$ cat config.mk
export PLATFORM = sky130hd
export DESIGN_NAME = timer_cmd_tx_flat
export DESIGN_NICKNAME = d
export VERILOG_FILES = /design/src/rtl/timer_cmd_tx_if.sv /design/src/rtl/timer_cmd_tx.sv /design/src/flat_wrapper.sv
export SDC_FILE = /design/constraint.sdc
export NUM_CORES = 1
export LEC_CHECK = 0
export CORE_AREA = 2 2 61 63
export CTS_CLUSTER_DIAMETER = 100
export DETAILED_ROUTE_END_ITERATION = 12
export DIE_AREA = 0 0 63 65
export PLACE_DENSITY = 0.71
export RECOVER_POWER = 25
export SKIP_CTS_REPAIR_TIMING = 1
export SLEW_MARGIN = 20
export SYNTH_ARGS = -nofsm -noshare
export SYNTH_HDL_FRONTEND = slang
export SYNTH_SLANG_ARGS = --single-unit
$ cat constraint.sdc
create_clock -name clk -period 2.94 [get_ports clk]
set_input_delay 0.441 -clock clk [delete_from_list [all_inputs] [get_ports clk]]
set_output_delay 0.441 -clock clk [all_outputs]
set_load 0.1 [all_outputs]
$ cat src/rtl/timer_cmd_tx_if.sv
// Command/serial bundle between the timer command serializer and its environment.
// The slave side is the serializer; the master side is the command source plus the timer FSM.
interface timer_cmd_tx_if #(
    parameter int DELAY_W = 4
);
    logic               cmd_valid;
    logic [DELAY_W-1:0] cmd_delay;
    logic               cmd_ready;
    logic               data;
    logic               counting;
    logic               done;
    logic               ack;
    logic               busy;
    logic               err;

    modport master (
        output cmd_valid, cmd_delay, counting, done,
        input  cmd_ready, data, ack, busy, err
    );

    modport slave (
        input  cmd_valid, cmd_delay, counting, done,
        output cmd_ready, data, ack, busy, err
    );
endinterface

$ cat src/rtl/timer_cmd_tx.sv
// Serializes {PREAMBLE, delay} MSB-first onto the timer's data line, waits for done,
// returns a one-cycle ack and enforces an idle gap before accepting the next command.
module timer_cmd_tx #(
    parameter logic [3:0] PREAMBLE = 4'b1101,
    parameter int         DELAY_W  = 4,
    parameter int         IDLE_GAP = 2,
    parameter int         TIMEOUT  = 20000
) (
    input  logic          clk,
    input  logic          reset,
    timer_cmd_tx_if.slave bus
);
    localparam int SH_W  = 4 + DELAY_W;
    localparam int BC_W  = $clog2(SH_W);
    localparam int TO_W  = $clog2(TIMEOUT + 1);
    localparam int GAP_W = $clog2(IDLE_GAP + 1);

    localparam logic [BC_W-1:0]  LAST_BIT  = BC_W'(SH_W - 1);
    localparam logic [TO_W-1:0]  TO_LAST   = TO_W'(TIMEOUT - 1);
    localparam logic [TO_W-1:0]  CNT_CHECK = TO_W'(3);
    localparam logic [GAP_W-1:0] GAP_LAST  = GAP_W'(IDLE_GAP - 1);

    typedef enum logic [2:0] {
        IDLE      = 3'd0,
        SEND      = 3'd1,
        WAIT_DONE = 3'd2,
        ACK       = 3'd3,
        GAP       = 3'd4
    } state_t;

    state_t            state_r;
    logic [SH_W-1:0]   shift_r;
    logic [BC_W-1:0]   bit_cnt_r;
    logic [TO_W-1:0]   to_cnt_r;
    logic [GAP_W-1:0]  gap_cnt_r;
    logic              data_r;
    logic              ack_r;
    logic              err_r;
    logic              busy_r;
    logic              cmd_ready_r;

    assign bus.data      = data_r;
    assign bus.ack       = ack_r;
    assign bus.err       = err_r;
    assign bus.busy      = busy_r;
    assign bus.cmd_ready = cmd_ready_r;

    // Control FSM with all outputs registered alongside the state.
    always_ff @(posedge clk) begin
        if (!reset) begin
            state_r     <= IDLE;
            shift_r     <= '0;
            bit_cnt_r   <= '0;
            to_cnt_r    <= '0;
            gap_cnt_r   <= '0;
            data_r      <= 1'b0;
            ack_r       <= 1'b0;
            err_r       <= 1'b0;
            busy_r      <= 1'b0;
            cmd_ready_r <= 1'b1;
        end else begin
            case (state_r)
                IDLE: begin
                    if (bus.cmd_valid && cmd_ready_r) begin
                        // Preamble MSB goes out immediately; shift_r holds the remaining bits.
                        data_r      <= PREAMBLE[3];
                        shift_r     <= {PREAMBLE[2:0], bus.cmd_delay, 1'b0};
                        bit_cnt_r   <= '0;
                        err_r       <= 1'b0;
                        busy_r      <= 1'b1;
                        cmd_ready_r <= 1'b0;
                        state_r     <= SEND;
                    end else begin
                        data_r <= 1'b0;
                    end
                end
                SEND: begin
                    if (bit_cnt_r == LAST_BIT) begin
                        data_r   <= 1'b0;
                        to_cnt_r <= '0;
                        state_r  <= WAIT_DONE;
                    end else begin
                        data_r    <= shift_r[SH_W-1];
                        shift_r   <= {shift_r[SH_W-2:0], 1'b0};
                        bit_cnt_r <= bit_cnt_r + BC_W'(1);
                    end
                end
                WAIT_DONE: begin
                    data_r <= 1'b0;
                    // done is checked first so it beats a coincident terminal count.
                    if (bus.done) begin
                        ack_r   <= 1'b1;
                        state_r <= ACK;
                    end else if ((to_cnt_r == TO_LAST) ||
                                 ((to_cnt_r == CNT_CHECK) && !bus.counting)) begin
                        err_r     <= 1'b1;
                        gap_cnt_r <= '0;
                        state_r   <= GAP;
                    end else begin
                        // Only reached below TO_LAST, so the counter cannot wrap.
                        to_cnt_r <= to_cnt_r + TO_W'(1);
                    end
                end
                ACK: begin
                    data_r    <= 1'b0;
                    ack_r     <= 1'b0;
                    gap_cnt_r <= '0;
                    state_r   <= GAP;
                end
                GAP: begin
                    data_r <= 1'b0;
                    if (gap_cnt_r == GAP_LAST) begin
                        busy_r      <= 1'b0;
                        cmd_ready_r <= 1'b1;
                        state_r     <= IDLE;
                    end else begin
                        gap_cnt_r <= gap_cnt_r + GAP_W'(1);
                    end
                end
                default: begin
                    data_r      <= 1'b0;
                    ack_r       <= 1'b0;
                    busy_r      <= 1'b0;
                    cmd_ready_r <= 1'b1;
                    state_r     <= IDLE;
                end
            endcase
        end
    end
endmodule
$ cat src/flat_wrapper.sv
// flat-port wrapper written by rule: the top's interface ports become plain ports
module timer_cmd_tx_flat 
#(
    parameter logic [3:0] PREAMBLE = 4'b1101,
    parameter int         DELAY_W  = 4,
    parameter int         IDLE_GAP = 2,
    parameter int         TIMEOUT  = 20000
)
  (clk, reset, bus_cmd_valid, bus_cmd_delay, bus_counting, bus_done, bus_cmd_ready, bus_data, bus_ack, bus_busy, bus_err);
  timer_cmd_tx_if #(.DELAY_W(DELAY_W)) bus_i ();
  input  logic clk;
  input  logic reset;
  input wire logic [$bits(bus_i.cmd_valid)-1:0] bus_cmd_valid;
  input wire logic [$bits(bus_i.cmd_delay)-1:0] bus_cmd_delay;
  input wire logic [$bits(bus_i.counting)-1:0] bus_counting;
  input wire logic [$bits(bus_i.done)-1:0] bus_done;
  output wire logic [$bits(bus_i.cmd_ready)-1:0] bus_cmd_ready;
  output wire logic [$bits(bus_i.data)-1:0] bus_data;
  output wire logic [$bits(bus_i.ack)-1:0] bus_ack;
  output wire logic [$bits(bus_i.busy)-1:0] bus_busy;
  output wire logic [$bits(bus_i.err)-1:0] bus_err;
  assign bus_i.cmd_valid = bus_cmd_valid;
  assign bus_i.cmd_delay = bus_cmd_delay;
  assign bus_i.counting = bus_counting;
  assign bus_i.done = bus_done;
  assign bus_cmd_ready = bus_i.cmd_ready;
  assign bus_data = bus_i.data;
  assign bus_ack = bus_i.ack;
  assign bus_busy = bus_i.busy;
  assign bus_err = bus_i.err;
  timer_cmd_tx #(.PREAMBLE(PREAMBLE), .DELAY_W(DELAY_W), .IDLE_GAP(IDLE_GAP), .TIMEOUT(TIMEOUT)) u_core (.clk(clk), .reset(reset), .bus(bus_i));
endmodule
==> impl_summary.txt, run 1 <==
----------------------------------------------------
[Floorplanning]
  Count of standard-cell rows ... 22
  Initial Util ... 51.3%
  Die outline height ... 65 um
  IO Pins ... 14
  Die area ... between 4000 and 5000 um^2
  Core Box Area ... about 3500 um^2
  Die Wd ... 63 um

[GRT]
  Gr usage total ... 21.3%
  Via count of the first global-routing pass ... roughly 1500
  Pin count of the biggest net entering global routing ... 17
  First-pass GRT wire length ... about 6.9 mm
  Overflow left after global routing ... 0
  Number of antenna violations at the first check in global routing ... 0

[Critical path]
  Sort of element at the end of the critical path ... output pin
  Data required time of the critical path ... around 2500 ps
  Buffers and inverters on the worst path ... 1
  Worst stage delay on the critical path ... roughly 880 ps
  Slowest cell on crit path ... sky130_fd_sc_hd__clkbuf_1
  Crit Path Max Fanout ... 5
  Arrival time of the worst setup path ... approximately 1600 ps
  Crit-path leading delay family ... buffers and inverters
  Critical setup path kind ... flop to output pin
  Number of logic stages on the critical path including buffering ... 1
  Critical path cell sequence ... clkbuf_1
  Count of cells along the worst register-to-register path ... 7
  Setup crit start kind ... flop

[Placed design]
  Cell Count Post-Placement ... 272
  Total placed instance area ... about 1900 um^2
  Final HPWL from detailed placement ... 2.75 mm
  Post-Place Setup Slack ... between 700 and 800 ps
  Weighted congestion at the end of routability-driven global placement ... between 0.7 and 0.8
  Port Buffers ... 13

[Drt]
  Total length of routed wires ... 3.96 mm
  Wire length per cell after detailed routing ... 14.1 um
  DRC errors left ... 0
  DR vias ... 1663
  DRT Pass-1 Iters ... 5
  Number of DRC markers in iteration 0 ... about 130
  Count of nets left with antenna violations after detail routing ... 0
  Via-per-instance ratio ... 5.94

[Status]
  Result of the run ... finished clean

[Timing]
  Sum of negative setup slack ... 0 ps
  Final worst-path setup slack ... slightly below 900 ps
  Clock period minus final worst setup slack ... 2070 ps
  Max-slew violation count ... 0
  Final setup violation count ... 0
  Transition at the pin with the smallest max-transition slack ... 1170 ps
  Setup repair after global routing missed its margin ... false
  Number of failing hold endpoints at the final stage ... 0
  Highest Clock Rate ... approximately 0.48 GHz
  Period Utilization, post-route ... 70.2%
  Worst Skew ... between 7 and 8 ps
  Rel. slew slack ... between 20% and 30%

[Power]
  Static Leakage ... roughly 0.71 nW
  Power per Cell Area ... 517 nW/um^2
  Maximum VDD drop ... 0.440 mV

[Hold path]
  Class of the tightest hold or removal check ... flop to flop
  Worst hold path depth ... 2

[Clock network]
  Worst skew pair latency ... 340 ps
  Clock tree from TritonCTS ... yes
  Root buf cell ... sky130_fd_sc_hd__clkbuf_4
  Number of buffers added by the clock tree synthesis step ... 5
  CTS H-tree depth ... 2
  Worst-case clock buffer depth ... 2
  Clock Sinks ... 35
  Clk pin slew, worst setup/hold paths ... 110 ps

[Cells and area]
  Post-route cell area ... between 1500 and 2000 um^2
  Final Core Density ... between 50% and 60%
  N_diodes ... 0
  Number of nets at the end of the flow ... about 240
  Synth-to-layout area growth ... 10.7%
  Final std cells w/o fill ... 280
  Share of final-layout standard cells stronger than drive strength 1 ... under 10%

[Logic synthesis]
  Number of nets in the synthesized netlist ... 236
  Number of flip-flops and latches in the synthesized netlist ... 35
  Count of yosys warnings during synthesis ... 0
  Share of synthesized flip-flops with an asynchronous set or reset ... 0%
  Proportion of synthesized chip area in sequential cells ... between 30 and 40%
  Count of flip-flops with a built-in enable after synthesis ... 0
  Synth unique cells ... 40
  Area of the mapped netlist ... between 1500 and 2000 um^2
  Synth Area per Inst ... approximately 8.0 um^2
  Main flop type after synthesis ... sky130_fd_sc_hd__dfxtp_1
  Cell count after synthesis ... 223

[Run]
  Number of maximum-capacitance constraint violations ... 0

----------------------------------------------------
power by group:
part,total (mW),internal [mW],switching [mW],leakage [nW]
registers,0.517,0.496,0.0209,0.285
logic,0.140,0.0468,0.0931,0.377
clock network,0.370,0.201,0.169,0.0482
total,1.03,0.744,0.283,0.710
registers in the layout (all words and copies together), names as in the netlist:
signal	cells
u_core.bus.data	1
u_core.bit_cnt_r	3
u_core.bus.err	1
u_core.bus.cmd_ready	1
u_core.shift_r	7
u_core.gap_cnt_r	2
u_core.bus.ack	1
u_core.state_r	3
u_core.to_cnt_r	15
u_core.bus.busy	1
through the flow:
stage / hold WS [ps] / power (mW)
global route: 496 / 1.07
CTS: 468 / 1.04
finish: 463 / 1.03
detailed placement: 452 / 0.673
floorplan: 432 / 0.636
global placement: 448 / 0.672
Yosys cell counts (3+ instances only):
cell                        n  area share [%]
sky130_fd_sc_hd__a21oi_1   18             5.0
sky130_fd_sc_hd__mux2i_1    3             1.7
sky130_fd_sc_hd__ha_1       4             2.8
sky130_fd_sc_hd__clkbuf_1   5             1.0
sky130_fd_sc_hd__dfxtp_1   35              39
sky130_fd_sc_hd__o21ai_0    7             2.0
sky130_fd_sc_hd__nor3_1     8             2.2
sky130_fd_sc_hd__and4_1     3             1.5
sky130_fd_sc_hd__a41oi_1    5             2.4
sky130_fd_sc_hd__and3_1     5             1.7
sky130_fd_sc_hd__buf_2      7             2.0
sky130_fd_sc_hd__a31oi_1    9             3.1
sky130_fd_sc_hd__and2_1     4             1.4
sky130_fd_sc_hd__a22oi_1    3             1.3
sky130_fd_sc_hd__nor2_1    20             4.2
sky130_fd_sc_hd__nand2b_1   3             1.0
sky130_fd_sc_hd__nand3_1    9             2.5
sky130_fd_sc_hd__nand2_1   30             6.3
sky130_fd_sc_hd__nand4_1    5             1.7
sky130_fd_sc_hd__a311oi_1   4             2.0
sky130_fd_sc_hd__o21a_1     3             1.3
sky130_fd_sc_hd__inv_1      7             1.5
sky130_fd_sc_hd__o21ai_1    4             1.1
layout by cell type (no fill, tap or decap), drive strengths merged, types with 2 or more instances in the layout:
master          n
and4            3
a21oi          18
and3            5
nand2          30
and2            4
nor2           21
nor4            3
nor3            8
o21ai          11
nand2b          3
a31oi           9
clkbuf         11
dfxtp          35
nand3           9
nor3b           2
a31o            3
o211ai          2
clkdlybuf4s50   7
o21a            3
a22oi           3
o221a           2
a41oi           5
nand4           5
mux2i           3
a311oi          4
ha              4
inv             7
nor4b           2
worst paths after layout:
check / start / slack, ps / endpoint
worst max-delay path: u_core.bus.cmd_ready$_SDFFE_PN1P_ / 870 / bus_cmd_ready
worst min-delay path: u_core.shift_r[1]$_SDFFE_PN0P_ / 460 / u_core.shift_r[1]$_SDFFE_PN0P_
worst max register to register: u_core.to_cnt_r[0]$_SDFFE_PN0P_ / 900 / u_core.to_cnt_r[14]$_SDFFE_PN0P_
worst min register to register: u_core.shift_r[1]$_SDFFE_PN0P_ / 460 / u_core.shift_r[1]$_SDFFE_PN0P_
per-layer routing:
metal	routed length [um]	GRT usage, %	share of wire [%]
met2	1880	35.1	48
met4	40	5.83	1.0
met5	0	0	0
met3	194	5.21	4.9
met1	1840	27.7	47
cell type report:
type                       count  area (um^2)
multi-input combinational    168         1000
sequential                    35          701
timing repair buffer          14          106
clock buffer                   6         51.3
fill                         343         1510
clock inverter                 2         35.0
tap                           48         60.1
inverter                       7         26.3
kinds of logic (layout without fill, tap and decap cells):
logic type / after synthesis / count (layout) / synth area share (%)
simple gates: 99 / 99 / 28.9
compound gates: 62 / 62 / 22.7
buf+inv: 20 / 29 / 4.89
mux: 3 / 3 / 1.67
flops: 35 / 35 / 39.1
fa+ha+maj: 4 / 4 / 2.79
Note: power is estimated with default switching activity, not from simulation.
==> run 2: changes to the inputs <==
clock period = 2 ns   (was 2.94 ns; I/O delays follow)
==> run 2 against run 1 <==
Compared with the run above: design area grew 6.1%; non-clock buffer count grew 16; clock skew increased by 8.3 ps; setup slack worse by 730 ps; die area unchanged; critical endpoint is now u_core.to_cnt_r[14]$_SDFFE_PN0P_; first-iteration DRC count down 2.3%; global-route usage grew 1.6 points; routed wire length is 5.8% higher.
==> impl_summary.txt, run 2 (same netlist as run 1, synthesis figures left out) <==
----------------------------------------------------
[Status]
  Result of the run ... finished clean

[Timing]
  Rel. slew slack ... 64.3% (+42 points)
  Clock period minus final worst setup slack ... between 1500 and 2000 ps
  Final setup violation count ... 0 (unchanged)
  Max-slew violation count ... 0 (unchanged)
  Setup repair after global routing missed its margin ... false
  Number of failing hold endpoints at the final stage ... 0 (unchanged)
  Highest Clock Rate ... roughly 0.54 GHz
  Final worst-path setup slack ... 147 ps (-728 ps)
  Sum of negative setup slack ... 0 ps (unchanged)
  Transition at the pin with the smallest max-transition slack ... 538 ps (-634 ps)
  Period Utilization, post-route ... 92.7%
  Worst Skew ... 15.6 ps (+8.25 ps)

[Power]
  Logic pwr share ... 15.7% (+2.1 points)
  Power Internal ... 1.11 mW (+49%)
  Clock Power Share ... 35.3% (-0.7 points)
  Power per Cell Area ... 728 nW/um^2 (+41%)
  Share of power burned in registers ... 49.0% (-1.4 points)
  Net switching power ... 421 uW (+49%)
  Static Leakage ... 0.805 nW (+13%)
  Switching Fraction ... 27.5% (-0.093 points)
  Maximum VDD drop ... 0.483 mV (+9.9%)

[Critical path]
  Crit-path leading delay family ... simple AND/OR/NAND/NOR gates
  Sort of element at the end of the critical path ... flop
  Data required time of the critical path ... 2300 ps (-200 ps)
  Setup crit start kind ... flop
  Buffers and inverters on the worst path ... 0 (-1)
  Arrival time of the worst setup path ... 2150 ps (+530 ps)
  Most used cell along the critical path ... sky130_fd_sc_hd__and4_1
  Crit Path Max Fanout ... 11 (+6)
  Critical path cell sequence ... ha_1, and4_1, nand4_1, and4_1, a41oi_1, a31oi_1
  Slowest cell on crit path ... sky130_fd_sc_hd__and4_1
  Critical setup path kind ... flop to flop
  Worst stage delay on the critical path ... 480 ps (-400 ps)

[Drt]
  Count of nets left with antenna violations after detail routing ... 0 (unchanged)
  Via-per-instance ratio ... 5.78 (-2.7%)
  Number of DRC markers in iteration 0 ... 128 (-2.3%)
  DRT Pass-1 Iters ... 4 (-1)
  Post-Route M1 WL ... 2.03 mm (+10%)
  Highest routing layer actually used ... met4
  Total length of routed wires ... 4.19 mm (+5.8%)
  DR vias ... 1710 (+2.8%)
  Metal3 WL ... 103 um (-47%)
  Detailed-routed wire length on met2 ... 1.98 mm (+5.3%)
  DRC errors left ... 0 (unchanged)
  Wire length per cell after detailed routing ... 14.1 um (about the same)

[Clock network]
  Worst skew pair latency ... 360 ps (+20 ps)
  Root buf cell ... sky130_fd_sc_hd__clkbuf_4
  Clock Sinks ... 35 (unchanged)
  Clock tree from TritonCTS ... yes
  CTS H-tree depth ... 2 (unchanged)
  Clk pin slew, worst setup/hold paths ... 110 ps (about the same)
  Worst-case clock buffer depth ... 2 (unchanged)
  Number of buffers added by the clock tree synthesis step ... 5 (unchanged)

[Hold path]
  Class of the tightest hold or removal check ... flop to flop

[Placed design]
  Final HPWL from detailed placement ... 3.06 mm (+11%)
  Port Buffers ... 13 (unchanged)
  Cell Count Post-Placement ... 288 (+5.9%)
  Post-Place Setup Slack ... 52.7 ps (-729 ps)
  Weighted congestion at the end of routability-driven global placement ... 0.799 (+4.7%)

[GRT]
  Pin count of the biggest net entering global routing ... 15 (-2)
  Number of antenna violations at the first check in global routing ... 0 (unchanged)
  Gr usage total ... 22.9% (+1.6 points)
  First-pass GRT wire length ... 7.31 mm (+5.9%)
  Overflow left after global routing ... 0 (unchanged)
  Via count of the first global-routing pass ... 1629 (+9.9%)

[Cells and area]
  Number of nets at the end of the flow ... 260 (+6.6%)
  Flip-flop count of the largest register after layout ... 15 (unchanged)
  Final std cells w/o fill ... 296 (+5.7%)
  Reg with most FFs ... u_core.to_cnt_r
  Share of final-layout standard cells stronger than drive strength 1 ... 14.5% (+7.6 points)
  Most common cell after layout, fill and taps aside ... sky130_fd_sc_hd__dfxtp_1
  Final Core Density ... 60.2% (+3.4 points)
  Count of fill cells added during filler insertion ... 345 (+0.58%)
  Registers with the highest flip-flop counts ... u_core.to_cnt_r x15, u_core.shift_r x7
  Footprint of the flip-flops and latches ... 701 um^2 (unchanged)
  Synth-to-layout area growth ... 17.4%
  Most used cells in the layout excluding fill and tap cells ... sky130_fd_sc_hd__dfxtp_1 (35), sky130_fd_sc_hd__nand2_1 (30), sky130_fd_sc_hd__nor2_1 (20), sky130_fd_sc_hd__a21oi_1 (18), sky130_fd_sc_hd__buf_4 (15)
  N_diodes ... 0 (unchanged)
  Total area of multi-input combinational cells ... 1000 um^2 (unchanged)

[Floorplanning]
  Count of standard-cell rows ... 22 (unchanged)
  Core Box Area ... 3500 um^2 (unchanged)
  Die Wd ... 63 um (unchanged)
  Initial Util ... 51.3% (unchanged)
  IO Pins ... 14 (unchanged)
  Die area ... 4100 um^2 (unchanged)
  Die outline height ... 65 um (unchanged)

[Run]
  Number of maximum-capacitance constraint violations ... 0 (unchanged)

----------------------------------------------------
## run 2: final timing paths
kind                                                         end  slack (ps)  depth (start not counted)                            start
worst min register to register    u_core.shift_r[1]$_SDFFE_PN0P_         470                          2   u_core.shift_r[1]$_SDFFE_PN0P_
worst max register to register  u_core.to_cnt_r[14]$_SDFFE_PN0P_         150                          6  u_core.to_cnt_r[0]$_SDFFE_PN0P_
worst min-delay path              u_core.shift_r[1]$_SDFFE_PN0P_         470                          2   u_core.shift_r[1]$_SDFFE_PN0P_
worst max-delay path            u_core.to_cnt_r[14]$_SDFFE_PN0P_         150                          6  u_core.to_cnt_r[0]$_SDFFE_PN0P_
## run 2: layout make-up
type	count	share of cell area, %
inverter	7	1.25
clock buffer	6	2.44
timing repair buffer	30	10.8
tap	48	2.85
multi-input combinational	168	47.7
sequential	35	33.3
clock inverter	2	1.66
## run 2: layer usage
layer | vias up | global-route usage, %
li1 | 873 | -
met1 | 810 | 27.7
met2 | 19 | 39.2
met3 | 8 | 5.21
met4 | 0 | 9.17
met5 | - | 0
## run 2: worst register-to-register path: cells and delay by family (launching register included)
kind / cells / cell delay, ps
AO/OA/AOI/OAI: 2 / 320
adder cells (fa/ha/maj): 1 / 260
flip-flops: 1 / 340
AND/OR/NAND/NOR: 3 / 880
## run 2: power groups by stage
stage	combinational (mW)	clock [mW]	sequential, mW
after CTS	0.246	0.549	0.750
after global routing	0.264	0.572	0.755
after detailed placement	0.246	0	0.766
final	0.240	0.541	0.750
after floorplan	0.123	0	0.812
after global placement	0.243	0	0.765
## run 2: stage by stage
step	total power, mW	cell area, um^2	hold WS, ps
6_report	1.53	2100	470
5_1_grt	1.59	2100	504
4_1_cts	1.55	2120	476
3_5_place_dp	1.01	2040	461
3_3_place_gp	1.01	2040	448
2_1_floorplan	0.935	1790	432
